[config.mk]
export PLATFORM = sky130hd
export DESIGN_NAME = player_ctrl
export DESIGN_NICKNAME = d
export VERILOG_FILES = /design/src/rtl/player_pkg.sv /design/src/rtl/player_jump_unit.sv /design/src/rtl/player_ctrl.sv
export SDC_FILE = /design/constraint.sdc
export NUM_CORES = 1
export LEC_CHECK = 0
export ABC_CLOCK_PERIOD_IN_PS = 3650
export CORE_MARGIN = 1.5
export CORE_UTILIZATION = 58
export DETAILED_ROUTE_END_ITERATION = 10
export PLACE_DENSITY = 0.81
export RECOVER_POWER = 25
export SKIP_LAST_GASP = 1
export SYNTH_ARGS = -nofsm -noshare
export SYNTH_HDL_FRONTEND = slang
export SYNTH_SLANG_ARGS = --single-unit
[constraint.sdc]
create_clock -name Clk -period 3.65 [get_ports Clk]
set_input_delay 0.73 -clock Clk [delete_from_list [all_inputs] [get_ports Clk]]
set_output_delay 0.73 -clock Clk [all_outputs]
set_load 0.03 [all_outputs]
[src/rtl/player_pkg.sv]
// Shared types and constants for the per-player motion/animation sequencer.
package player_pkg;

    typedef enum logic [2:0] {
        IDLE  = 3'd0,
        RUN   = 3'd1,
        JUMP  = 3'd2,
        PRONE = 3'd3,
        DEAD  = 3'd4
    } player_state_t;

    localparam logic [3:0] IMG_STAND = 4'd0;
    localparam logic [3:0] IMG_RUN_A = 4'd1;
    localparam logic [3:0] IMG_RUN_B = 4'd2;
    localparam logic [3:0] IMG_JUMP  = 4'd3;
    localparam logic [3:0] IMG_PRONE = 4'd4;
    localparam logic [3:0] IMG_SHOOT = 4'd5;

    localparam int SPRITE_W = 30;
    localparam int SPRITE_H = 50;
    localparam int SCREEN_W = 640;
    localparam int FLOOR_Y  = 430;

endpackage

[src/rtl/player_jump_unit.sv]
// Vertical jump physics: vy register, y integration, ceiling/ground clamp and landing detect.
module player_jump_unit
    import player_pkg::*;
#(
    parameter int GROUND_Y = 380,
    parameter int JUMP_V0  = 12,
    parameter int GRAVITY  = 1
) (
    input  logic       Clk,
    input  logic       Reset,
    input  logic       start,
    input  logic       step,
    input  logic       abort,
    input  logic       respawn,
    output logic [9:0] pos_y,
    output logic       landed
);

    localparam logic signed [5:0]  VY_START = 6'(-JUMP_V0);
    localparam logic signed [10:0] GROUND_S = 11'(GROUND_Y);

    logic signed [5:0]  vy_q;
    logic signed [5:0]  vy_cur;
    logic signed [5:0]  vy_new;
    logic signed [6:0]  vy_sum;
    logic signed [10:0] y_next;

    // The launch tick already integrates with the initial speed.
    always_comb begin
        vy_cur = start ? VY_START : vy_q;
        y_next = $signed({1'b0, pos_y}) + $signed({{5{vy_cur[5]}}, vy_cur});
        vy_sum = $signed({vy_cur[5], vy_cur}) + $signed(7'(GRAVITY));
        if (vy_sum > 7'sd31) vy_new = 6'sd31;
        else                 vy_new = vy_sum[5:0];
        landed = (start || step) && (y_next >= GROUND_S);
    end

    always_ff @(posedge Clk or negedge Reset) begin
        if (!Reset) begin
            pos_y <= 10'(GROUND_Y);
            vy_q  <= '0;
        end else if (respawn) begin
            pos_y <= 10'(GROUND_Y);
            vy_q  <= '0;
        end else if (abort) begin
            vy_q <= '0;
        end else if (start || step) begin
            if (landed) begin
                pos_y <= 10'(GROUND_Y);
                vy_q  <= '0;
            end else begin
                pos_y <= y_next[10] ? 10'd0 : y_next[9:0];
                vy_q  <= vy_new;
            end
        end
    end

endmodule

[src/rtl/player_ctrl.sv]
// Per-player stand/run/jump/prone/dead sequencer, advanced once per frame_tick rising edge.
// Optional PLAYER_RESPAWN_BLINK_EN: blinking, hit-immune window after respawn.
module player_ctrl
    import player_pkg::*;
#(
    parameter int X_MIN          = 0,
    parameter int X_MAX          = SCREEN_W - SPRITE_W,
    parameter int GROUND_Y       = FLOOR_Y - SPRITE_H,
    parameter int SPAWN_X        = 40,
    parameter int X_STEP         = 2,
    parameter int JUMP_V0        = 12,
    parameter int GRAVITY        = 1,
    parameter int ANIM_DIV       = 6,
    parameter int RESPAWN_FRAMES = 90
) (
    input  logic          Clk,
    input  logic          Reset,
    input  logic          frame_tick,
    input  logic          key_left,
    input  logic          key_right,
    input  logic          key_jump,
    input  logic          key_down,
    input  logic          key_fire,
    input  logic          hit,
    output logic          show_player,
    output logic [9:0]    player_pos_x,
    output logic [9:0]    player_pos_y,
    output logic [3:0]    player_current_image,
    output logic          player_face_dir,
    output logic          player_dead,
    output player_state_t dbg_state
);

    localparam int TIMER_W = $clog2(RESPAWN_FRAMES + 1);
    localparam int ANIM_W  = $clog2(ANIM_DIV + 1);

    player_state_t      state_q, state_d;
    logic [9:0]         x_q, x_d, x_moved;
    logic               face_q, face_d, show_q, show_d, tick_q;
    logic [3:0]         img_q, img_d, idle_img;
    logic [ANIM_W-1:0]  anim_q, anim_d;
    logic [TIMER_W-1:0] timer_q, timer_d;
    logic               tick, horiz, hit_ok;
    logic               jump_start, jump_step, jump_abort, jump_respawn, jump_landed;
    int                 x_int;

    assign tick     = frame_tick && !tick_q;
    assign horiz    = key_left ^ key_right;
    assign idle_img = key_fire ? IMG_SHOOT : IMG_STAND;

    always_comb begin
        x_int = int'(x_q) + (key_right ? X_STEP : -X_STEP);
        if (x_int < X_MIN)      x_int = X_MIN;
        else if (x_int > X_MAX) x_int = X_MAX;
        x_moved = 10'(x_int);
    end

`ifdef PLAYER_RESPAWN_BLINK_EN
    logic [TIMER_W-1:0] inv_q, inv_d;
    logic [1:0]         blink_q, blink_d;
    assign hit_ok = hit && (inv_q == '0);
`else
    assign hit_ok = hit;
`endif

    always_comb begin
        state_d      = state_q;
        x_d          = x_q;
        face_d       = face_q;
        img_d        = img_q;
        show_d       = show_q;
        anim_d       = anim_q;
        timer_d      = timer_q;
        jump_start   = 1'b0;
        jump_step    = 1'b0;
        jump_abort   = 1'b0;
        jump_respawn = 1'b0;
`ifdef PLAYER_RESPAWN_BLINK_EN
        inv_d   = inv_q;
        blink_d = blink_q;
`endif
        if (tick) begin
            if (state_q == DEAD) begin
                if (timer_q == '0) begin
                    state_d      = IDLE;
                    x_d          = 10'(SPAWN_X);
                    face_d       = 1'b1;
                    img_d        = IMG_STAND;
                    show_d       = 1'b1;
                    jump_respawn = 1'b1;
`ifdef PLAYER_RESPAWN_BLINK_EN
                    inv_d   = TIMER_W'(RESPAWN_FRAMES);
                    blink_d = '0;
`endif
                end else begin
                    timer_d = timer_q - 1'b1;
                end
            end else begin
`ifdef PLAYER_RESPAWN_BLINK_EN
                if (inv_q != '0) begin
                    inv_d   = inv_q - 1'b1;
                    blink_d = blink_q + 1'b1;
                    if (inv_q == TIMER_W'(1)) show_d = 1'b1;
                    else if (blink_q == 2'd3) show_d = !show_q;
                end
`endif
                if (hit_ok) begin
                    state_d    = DEAD;
                    show_d     = 1'b0;
                    timer_d    = TIMER_W'(RESPAWN_FRAMES - 1);
                    jump_abort = 1'b1;
                end else begin
                    case (state_q)
                        IDLE, RUN: begin
                            if (key_jump) begin
                                state_d    = JUMP;
                                img_d      = IMG_JUMP;
                                jump_start = 1'b1;
                            end else if (key_down) begin
                                state_d = PRONE;
                                img_d   = IMG_PRONE;
                                if (horiz) face_d = key_right;
                            end else if (horiz) begin
                                state_d = RUN;
                                x_d     = x_moved;
                                face_d  = key_right;
                                if (state_q != RUN) begin
                                    anim_d = '0;
                                    img_d  = IMG_RUN_A;
                                end else if (anim_q == ANIM_W'(ANIM_DIV - 1)) begin
                                    anim_d = '0;
                                    img_d  = (img_q == IMG_RUN_A) ? IMG_RUN_B : IMG_RUN_A;
                                end else begin
                                    anim_d = anim_q + 1'b1;
                                end
                            end else begin
                                state_d = IDLE;
                                img_d   = idle_img;
                            end
                        end
                        PRONE: begin
                            if (!key_down) begin
                                state_d = IDLE;
                                img_d   = idle_img;
                            end else if (horiz) begin
                                face_d = key_right;
                            end
                        end
                        JUMP: begin
                            jump_step = 1'b1;
                            if (horiz) begin
                                x_d    = x_moved;
                                face_d = key_right;
                            end
                            // Landing picks the ground state from this tick's keys.
                            if (jump_landed) begin
                                if (horiz) begin
                                    state_d = RUN;
                                    anim_d  = '0;
                                    img_d   = IMG_RUN_A;
                                end else begin
                                    state_d = IDLE;
                                    img_d   = idle_img;
                                end
                            end
                        end
                        default: state_d = IDLE;
                    endcase
                end
            end
        end
    end

    always_ff @(posedge Clk or negedge Reset) begin
        if (!Reset) begin
            state_q <= IDLE;
            x_q     <= 10'(SPAWN_X);
            face_q  <= 1'b1;
            img_q   <= IMG_STAND;
            show_q  <= 1'b1;
            anim_q  <= '0;
            timer_q <= '0;
            tick_q  <= 1'b0;
        end else begin
            state_q <= state_d;
            x_q     <= x_d;
            face_q  <= face_d;
            img_q   <= img_d;
            show_q  <= show_d;
            anim_q  <= anim_d;
            timer_q <= timer_d;
            tick_q  <= frame_tick;
        end
    end

`ifdef PLAYER_RESPAWN_BLINK_EN
    always_ff @(posedge Clk or negedge Reset) begin
        if (!Reset) begin
            inv_q   <= '0;
            blink_q <= '0;
        end else begin
            inv_q   <= inv_d;
            blink_q <= blink_d;
        end
    end
`endif

    player_jump_unit #(
        .GROUND_Y (GROUND_Y),
        .JUMP_V0  (JUMP_V0),
        .GRAVITY  (GRAVITY)
    ) u_jump (
        .Clk     (Clk),
        .Reset   (Reset),
        .start   (jump_start),
        .step    (jump_step),
        .abort   (jump_abort),
        .respawn (jump_respawn),
        .pos_y   (player_pos_y),
        .landed  (jump_landed)
    );

    assign show_player          = show_q;
    assign player_pos_x         = x_q;
    assign player_current_image = img_q;
    assign player_face_dir      = face_q;
    assign player_dead          = (state_q == DEAD);
    assign dbg_state            = state_q;

endmodule

# [After elaboration in Yosys (flattened, before gate mapping)]
# Cells that the tools add are included.
[op_classes] addsub=5 n_mul=0 div_mod_pow=0 n_lt_le_gt_ge=4 eq_ne=24 n_shift=0 muxes=79 n_bitwise=3 n_reduce_logical=21
[ops] op="10-bit two-way mux" count=13
[ops] op="3-bit two-way mux" count=14
[ops] op="4-bit two-way mux" count=10
[ops] op="6-bit two-way mux" count=6
[ops] op="11-bit by 32-bit adder with 32-bit output" count=1
[ops] op="32-bit by 11-bit greater-than comparator with 1-bit output (second input constant)" count=1
[ops] op="32-bit by 1-bit < comparator with 1-bit output (second input constant)" count=1
[ops] op="32-bit two-way mux" count=1
[ops] op="1-bit two-way mux" count=24
[ops] op="7-bit two-way mux" count=3
[ops] op="10-bit case mux with 2 select lines" count=1
[ops] op="3-bit != test (second input constant)" count=5
[ops] op="2-bit != test (second input constant)" count=6
[ops] op="4-bit case mux with 3 select lines" count=1
[ops] op="6-bit AND reduction" count=2
[ops] op="11-bit by 6-bit adder with 11-bit output" count=1
[ops] op="11-bit by 10-bit greater-or-equal comparator with 1-bit output (second input constant)" count=1
[ops] op="3-bit case mux with 3 select lines" count=1
[ops] op="9-bit AND reduction" count=1
[ops] op="4-bit != test (second input constant)" count=2
[ops] op="6-bit by 2-bit adder with 7-bit output (second input constant)" count=1
[ops] op="7-bit by 6-bit greater-than comparator with 1-bit output (second input constant)" count=1
[ops] op="7-bit logical NOT" count=1
[ops] op="7-bit != test (second input constant)" count=1
[ops] op="other kinds (25)" count=37
[totals] reg_bits=46 latch_bits=0 ram_bits=0 romBits=0 out_inout_bits=30 word_cells=146 mem_count=0

# [Depth between registers and ports, before layout]
# Gate-level depths: netlist of the first run.
[depth] depth_word=14 ltp_mapped=17 ltp_nobuf=14

# [Modules after synthesis]
# A second synthesis of the first run with hierarchy kept.
[unflattened] hier_cells=472 hier_area_um2=4012.6
[modules_own_cells] module="player_ctrl" n_inst=1 cells_each=278 area_per_inst_um2=2474.9 seq_area_each_um2=705.7
[modules_own_cells] module="player_jump_unit" n_inst=1 cells_each=194 area_per_inst_um2=1537.7 seq_area_each_um2=407.9

# [Worst setup path before layout of the first run]
# Ideal clock, no wire load.
[synth_timing] path_kind="in2reg" startpoint="input key_right" endpoint="register x_q[1], in the netlist player_pos_x[1]" t_arrival_ns=3.671 path_slack_ns=-0.161 stages=15 n_path_buf=1 path_cell_list="inv_1 -> ha_1 -> nor2b_1 -> o21a_1 -> o31ai_1 -> a21oi_1 -> a21oi_1 -> or2_2 -> ha_1 -> clkbuf_1 -> nor4b_1 -> nand2_1 -> or3_4 -> nor3_4 -> a21oi_1"
[synth_via] elab_chain_cells=11
[synth_rtl] item="start, declared" line="player_ctrl.sv:20" text="input logic key_right,"
[synth_rtl] item="32-bit two-way mux" line="player_ctrl.sv:52" text="x_int = int'(x_q) + (key_right ? X_STEP : -X_STEP);"
[synth_rtl] item="11-bit by 32-bit adder with 32-bit output" line="player_ctrl.sv:52"
[synth_rtl] item="32-bit by 11-bit greater-than comparator with 1-bit output" line="player_ctrl.sv:54" text="else if (x_int > X_MAX) x_int = X_MAX;"
[synth_rtl] item="10-bit two-way mux" line="player_ctrl.sv:54"
[synth_rtl] item="10-bit two-way mux" line="player_ctrl.sv:53" text="if (x_int < X_MIN) x_int = X_MIN;"
[synth_rtl] item="10-bit two-way mux (*)" line="player_ctrl.sv:123, player_ctrl.sv:151"
[synth_rtl] item="10-bit two-way mux" line="player_ctrl.sv:119" text="end else if (key_down) begin"
[synth_rtl] item="10-bit two-way mux" line="player_ctrl.sv:115" text="if (key_jump) begin"
[synth_rtl] item="10-bit case mux with 2 select lines (*)" line="player_ctrl.sv:113" text="case (state_q)"
[synth_rtl] item="10-bit two-way mux (*)" line="player_ctrl.sv:107" text="if (hit_ok) begin"
[synth_rtl] item="10-bit two-way mux (*)" line="player_ctrl.sv:83" text="if (state_q == DEAD) begin"
[synth_rtl] item="end signal, assigned" line="player_ctrl.sv:177" text="x_q <= 10'(SPAWN_X);"
[synth_rtl] item="end, declared" line="player_ctrl.sv:38" text="logic [9:0] x_q, x_d, x_moved;"
# Every way passes the cells marked *; elsewhere a longest branch is shown, timed or not. The select of a mux whose other input is x is not followed.
# A chain may end at the register's enable or synchronous reset.

# [Worst setup path after layout of the first run]
[layout_timing] startpoint="input hit" endpoint="register state_q[0], in the netlist dbg_state[0]"
[layout_via] elab_chain_cells=9
[layout_rtl] item="start, declared" line="player_ctrl.sv:24" text="input logic hit,"
[layout_rtl] item="1-bit two-way mux" line="player_ctrl.sv:107"
[layout_rtl] item="1-bit two-way mux" line="player_ctrl.sv:83"
[layout_rtl] item="1-bit two-way mux" line="player_ctrl.sv:82" text="if (tick) begin"
[layout_rtl] item="6-bit two-way mux" line="player_jump_unit.sv:30" text="vy_cur = start ? VY_START : vy_q;"
[layout_rtl] item="11-bit by 6-bit adder with 11-bit output" line="player_jump_unit.sv:31" text="y_next = $signed({1'b0, pos_y}) + $signed({{5{vy_cur[5]}}, vy_cur});"
[layout_rtl] item="11-bit by 10-bit greater-or-equal comparator with 1-bit output" line="player_jump_unit.sv:35" text="landed = (start || step) && (y_next >= GROUND_S);"
[layout_rtl] item="1-bit logical AND" line="player_jump_unit.sv:35"
[layout_rtl] item="4-bit != test (no line)"
[layout_rtl] item="4-bit AND reduction (no line)"
[layout_rtl] item="end signal, assigned" line="player_ctrl.sv:185" text="state_q <= state_d;"
[layout_rtl] item="end, declared" line="player_ctrl.sv:37" text="player_state_t state_q, state_d;"
# Parallel ways exist; a longest one is shown, timed or not.

==> impl_metrics.py, run 1 <==
metrics = {
    "logic_synthesis": {
        "synth_largest_area_cell": "dfrtp_1",
        "yosys_warnings": 0,
        "ys_seq_area_share_pct": 29.0,
        "synth_top_area_share_pct": 22.1,
        "async_flop_share_pct": 100,
        "synth_edf_count": 0,
        "synth-main-ff-cell": "dfrtp_1",
        "yosysUniqueCellTypes": 71,
        "synth.most_common_cell": "a21oi_1",
        "syn_area_um2": 3840,
        "netlist_instances": 453,
        "syn_area_per_cell_um2": 8.48,
        "synth_area_leaders": "dfrtp_1, ha_1, dfstp_2",
        "synthTopCellsByCount": "a21oi_1, nand2_1, dfrtp_1",
        "ys_seq_elements": 44,
    },
    "timing": {
        "finalSetupTns_ns": 0,
        "tightest_slew_ns": 2.49,
        "hold_viol": 0,
        "fmax_mhz": 275,
        "finClkSkew_ns": 0.00804,
        "grt_setup_unrepaired": "yes",
        "slew_headroom_pct": -66.3,
        "final-setup-viol-count": 0,
        "min_period_ns": 3.64,
        "fin_crit_sh_pct": 99.8,
        "report.final.slew_viol_count": 45,
    },
    "floorplan": {
        "die_area_um2": 7120,
        "io_pins": 39,
        "die_x_um": 84.4,
        "rows": 29,
        "initial_core_util_pct": 60.2,
        "dieHeight_um": 84.4,
        "core_um2": 6390,
    },
    "worst_hold_path": {
        "min_path_type": "flip-flop to flip-flop",
    },
    "layout": {
        "utilization_pct": 82.2,
        "area_growth_pct": 36.6,
        "num_antenna_cells": 0,
        "fin_nets": 607,
        "fillers": 397,
        "drive_gt1_share_pct": 28.4,
    },
    "global_routing": {
        "grt.total_usage_pct": 34.4,
        "grt_pass1_vias": 4122,
        "gr-total-overflow": 0,
        "grt_pass1_wl_um": 19700,
        "grt_max_degree": 45,
        "grt_antenna_before_repair": 0,
    },
    "power": {
        "power_per_cell_area_nw_per_um2": 715,
        "p_leak_nw": 2.33,
        "vdd_drop_max_uv": 663,
    },
    "routing": {
        "num_vias": 4312,
        "finalWirelength_um": 12800,
        "wl_per_cell_um": 19.8,
        "viasPerCell": 6.66,
        "drc": 0,
        "drtIter0Drc": 407,
        "ant_nets": 0,
        "drtPass1Iterations": 5,
    },
    "clocking": {
        "insertion_delay_ns": 0.30,
        "clk_pin_slew_worst_paths_ns": 0.08,
        "numCtsBuffers": 5,
        "clockRootBuffer": "clkbuf_8",
        "htreeDepth": 2,
        "clk_path_buf_depth": 2,
        "hold_buffers": 0,
        "numClockSinks": 44,
        "tritoncts": "done",
    },
    "critical_path": {
        "path_cells": "dlygate4sd2_1, nor3b_4, buf_4, and2_1, nor2_2, inv_2, buf_4, ha_2, nand2b_1, a2111oi_1, a311oi_1, o311ai_2, a31oi_2, buf_4, o2bb2ai_4, nand2b_1, a22o_1",
        "cpLargestDelayFamily": "compound AO/OA/AOI/OAI gates",
        "crit_arrival_ns": 3.84,
        "slowest_delay_ns": 0.36,
        "critPathCaptureType": "flip-flop",
        "crit_path_top_delay_cell": "a311oi_1",
        "cp-start-kind": "primary input",
        "crit_fanout": 5,
        "path_buf_inv": 5,
        "cp_common_cell": "buf_4",
        "critPathKind": "primary input to flip-flop",
        "required_ns": 3.84,
    },
    "run_status": {
        "outcome": "finished with violations",
        "violations": "max-capacitance violations, max-slew violations",
    },
    "job": {
        "drv_cap": 1,
    },
    "placed_design": {
        "gp_congestion": 0.847,
        "numPortBuffers": 36,
        "place_hpwl_um": 8280,
    },
}
-- routing by layer --
metal	GRT usage, %	wire, um
met3	4.52	1040
met5	0	0
met4	14.2	626
met1	44.0	5020
met2	58.8	6150
-- power breakdown --
| group | internal, mW | total (mW) | leakage (nW) | switching [mW] |
|---|---|---|---|---|
| combinational | 1.21 | 2.59 | 1.76 | 1.38 |
| clock | 0.155 | 0.328 | 0.0455 | 0.173 |
| sequential | 0.646 | 0.829 | 0.522 | 0.183 |
-- placed cells by master (no fill, tap or decap), types with 3 or more instances in the layout --
cell type	n
and2_1	8
o21ai_0	20
o211ai_1	6
a21oi_2	5
and3_1	7
nand2_1	34
o31ai_1	4
o21a_1	3
nor3_1	20
xnor2_1	9
inv_1	16
a21oi_1	40
o21ai_1	7
clkbuf_8	6
nor4_1	3
nand2b_1	14
xor2_1	11
ha_4	7
nand3_1	10
buf_4	89
nand4_1	5
dfrtp_1	34
clkbuf_1	4
clkdlybuf4s50_1	31
nor2b_1	7
a32o_1	4
dfstp_2	10
buf_6	3
nor2_1	31
ha_1	20
mux2i_1	7
a22o_1	10
a21o_1	9
a311o_1	3
a31oi_1	3
-- worst reg2reg max path, delay by kind of cell (launching register included) --
| kind | cells | cell delay, ns |
|---|---|---|
| fa+ha+maj | 2 | 0.54 |
| compound gates | 5 | 0.70 |
| simple gates | 6 | 1.27 |
| flops | 1 | 0.50 |
| buf+inv | 2 | 0.25 |
-- state kept, by name, indices dropped and copies added (netlist names), 3 cells and up --
signal / count
player_pos_x: 9
player_current_image: 3
u_jump.pos_y: 10
timer_q: 7
dbg_state: 3
u_jump.vy_q: 6
anim_q: 3
-- per-stage QoR --
stage | hold slack, ns | cell area, um^2 | setup slack, ns | instances | total power [mW]
CTS | 0.523 | 5210 | 0.0725 | 644 | 3.56
global route | 0.544 | 5250 | -0.102 | 647 | 3.93
detailed placement | 0.506 | 4820 | -0.691 | 624 | 2.95
global placement | 0.471 | 4820 | -0.474 | 624 | 2.86
floorplan | 0.434 | 3920 | 0.00629 | 454 | 2.09
finish | 0.514 | 5250 | 0.00746 | 647 | 3.75
-- repair_timing --
action / CTS / global route
gates cloned: 1 / 0
buffers inserted: 11 / 3
pin swaps: 15 / 6
resized for setup: 41 / 11
endpoints found under the setup margin: 31 / 30
-- logic make-up after synthesis --
logic type / count (synthesis) / synth area share (%)
AOI/OAI and AO/OA: 144 / 26.1
buffers and inverters: 41 / 5.05
other: 1 / 0.0976
and+or+nand+nor: 166 / 23.5
DFF: 44 / 29.0
xor gates and xnor gates: 21 / 4.78
muxes: 7 / 1.82
adders and majority gates: 29 / 9.64
-- cell type report --
type	instances	area [um^2]	share of cell area (%)
multi-input combinational	370	2830	53.9
tap	77	96.3	1.84
sequential	44	1110	21.2
clock buffer	8	90.1	1.72
timing repair buffer	128	1040	19.9
inverter	20	78.8	1.50
-- path summary, 6_finish.rpt --
kind                            startpoint               to  slack, ns  cells after the start
min                             timer_q[6]       timer_q[6]       0.51                      2
min reg2reg                     timer_q[6]       timer_q[6]       0.51                      2
max in group asynchronous            Reset   u_jump.vy_q[4]       1.05                      1
max reg2reg                player_pos_x[1]  player_pos_x[1]       0.25                     15
max                                    hit     dbg_state[0]      0.007                     17
min in group asynchronous            Reset  player_pos_x[4]       1.19                      1
Power figures use the tool's default switching activity.
==> inputs of run 2 (changes only) <==
CORE_MARGIN = not set   (was 1.5)
REMOVE_ABC_BUFFERS = 1   (was not set)
==> run 2 against run 1 <==
Against the previous run:
- the run ends with max-capacitance violations, max-slew violations, negative setup slack left
- first-iteration DRC count rose by 30%
- combinational power increased by 2%
- non-clock buffer count is 4 lower
- worst hold slack got worse by 0.015 ns
- clock skew grew 0.0079 ns
- utilization down 0.39 points
- sequential cell count unchanged
- sequential share of layout area up 0.10 points
- clock power rose by 21%
- register-to-register slack got worse by 0.09 ns
- via count down 0.21%
- critical endpoint is now u_jump.vy_q[3]
==> impl_metrics.py, run 2 (synthesis results as in run 1) <==
metrics = {
    "clocking": {
        "htreeDepth": 2,
        "hold_buffers": 0,
        "tritoncts": "done",
        "insertion_delay_ns": 0.31,
        "clk_pin_slew_worst_paths_ns": 0.10,
        "clockRootBuffer": "clkbuf_8",
        "numCtsBuffers": 5,
        "clk_path_buf_depth": 2,
        "numClockSinks": 44,
    },
    "floorplan": {
        "die_x_um": 83.4,
        "die_area_um2": 6960,
        "initial_core_util_pct": 60.2,
        "dieHeight_um": 83.4,
        "io_pins": 39,
        "core_um2": 6390,
        "rows": 29,
    },
    "critical_path": {
        "r2r_slack_ns": 0.16,
        "crit_arrival_ns": 3.97,
        "required_ns": 3.90,
        "startpoint": "key_jump",
        "rr_endpoint": "u_jump.vy_q[3]",
        "crit_fanout": 5,
        "critPathCaptureType": "flip-flop",
        "endpoint": "u_jump.vy_q[3]",
        "critPathKind": "primary input to flip-flop",
        "rr_worst_depth": 16,
        "r2r-start": "dbg_state[1]",
        "cp-start-kind": "primary input",
    },
    "layout": {
        "layout_commonest_cell": "buf_4",
        "area_growth_pct": 35.9,
        "drive_gt1_share_pct": 29.2,
        "largest_register": "u_jump.pos_y",
        "largest_register_ffs": 10,
        "fin_cells": 643,
        "num_antenna_cells": 0,
        "utilization_pct": 81.8,
        "mostFrequentLayoutCells": "buf_4, a21oi_1, nand2_1, dfrtp_1",
        "fin_nets": 603,
        "stdcell_area_um2": 5230,
    },
    "job": {
        "drv_cap": 1,
    },
    "worst_hold_path": {
        "min_path_type": "flip-flop to flip-flop",
    },
    "placed_design": {
        "dp_slack_ns": -0.599,
        "placedCellCount": 625,
        "placed_area_um2": 4770,
        "place_hpwl_um": 7880,
        "numPortBuffers": 36,
        "gp_congestion": 0.903,
    },
    "global_routing": {
        "grt_pass1_vias": 4122,
        "gr-total-overflow": 0,
        "grt.total_usage_pct": 35.3,
        "grt_max_degree": 45,
        "grt_antenna_before_repair": 0,
        "grt_pass1_wl_um": 19900,
    },
    "timing": {
        "tightest_slew_ns": 2.48,
        "final-setup-viol-count": 3,
        "report.final.slew_viol_count": 45,
        "slew_headroom_pct": -65.0,
        "fmax_mhz": 269,
        "finalSetupTns_ns": -0.0901,
        "min_period_ns": 3.72,
        "fin_crit_sh_pct": 102,
        "finClkSkew_ns": 0.0159,
        "hold_viol": 0,
        "whs_ns": 0.499,
        "finalWorstSetupSlack_ns": -0.0682,
    },
    "run_status": {
        "outcome": "finished with violations",
        "violations": "max-capacitance violations, max-slew violations, negative setup slack",
    },
    "power": {
        "power_mw": 3.87,
        "vdd_drop_max_uv": 579,
        "power_per_cell_area_nw_per_um2": 741,
        "p_leak_nw": 2.32,
    },
    "routing": {
        "viasPerCell": 6.69,
        "num_vias": 4303,
        "wl_per_cell_um": 20.3,
        "drc": 0,
        "drtPass1Iterations": 6,
        "finalWirelength_um": 13100,
        "drtIter0Drc": 528,
        "ant_nets": 0,
    },
}
run 2: changes by cell type in the layout (fill, tap and decap cells not counted), moves of 2 or more:
cell           before  now
a2111oi_2           0    2
clkbuf_1            4    2
dlygate4sd2_1       2    0
buf_4              89   86
and2_1              8    6
clkbuf_2            1    3
buf_6               3    1
o21ai_1             7    4
and2_4              1    3
o21ai_0            20   22
run 2: worst min path at each step:
stage | start | end | slack (ns) | cells after the start
after detailed placement | timer_q[6] | timer_q[6] | 0.48 | 2
after CTS | timer_q[6] | timer_q[6] | 0.50 | 2
after floorplan | Reset | anim_q[0] | 0.43 | 0
after global routing | u_jump.pos_y[8] | u_jump.pos_y[8] | 0.54 | 2
after global placement | timer_q[6] | timer_q[6] | 0.47 | 2
final | timer_q[6] | timer_q[6] | 0.50 | 2
run 2: cell type report:
| class | count | area, um^2 |
|---|---|---|
| Clock buffer | 5 | 68.8 |
| Clock inverter | 3 | 42.5 |
| Fill cell | 381 | 1160 |
| Inverter | 20 | 75.1 |
| Multi-Input combinational cell | 370 | 2830 |
| Sequential cell | 44 | 1110 |
| Tap cell | 77 | 96.3 |
| Timing Repair Buffer | 124 | 1000 |
run 2: repair_timing:
action                                  4_1_cts  5_1_grt
buffers inserted                              7        2
pin swaps                                    18       12
cloned                                        1        0
endpoints found under the setup margin       31       30
resized for setup                            40       22
run 2: power by group:
part | total, mW | internal, mW | switching (mW)
Sequential | 0.835 | 0.646 | 0.189
Clock | 0.397 | 0.203 | 0.194
Combinational | 2.64 | 1.24 | 1.40
run 2: critical path: stages:
cell	delay (ns)
clkdlybuf4s15_1	0.22
nor3b_4	0.26
nand2_2	0.13
buf_4	0.18
nand2_1	0.10
inv_2	0.06
ha_4	0.20
and2_1	0.20
a221oi_4	0.36
buf_4	0.19
a2111o_1	0.19
o311ai_2	0.16
a31oi_2	0.25
buf_4	0.16
o2bb2ai_4	0.08
o21ai_0	0.33
a21o_1	0.14
run 2: routing by layer:
metal,part of all wire (%),track usage [%]
met3,9.1,5.77
met1,40,44.9
met2,46,58.9
met5,0,0
met4,4.6,16.0
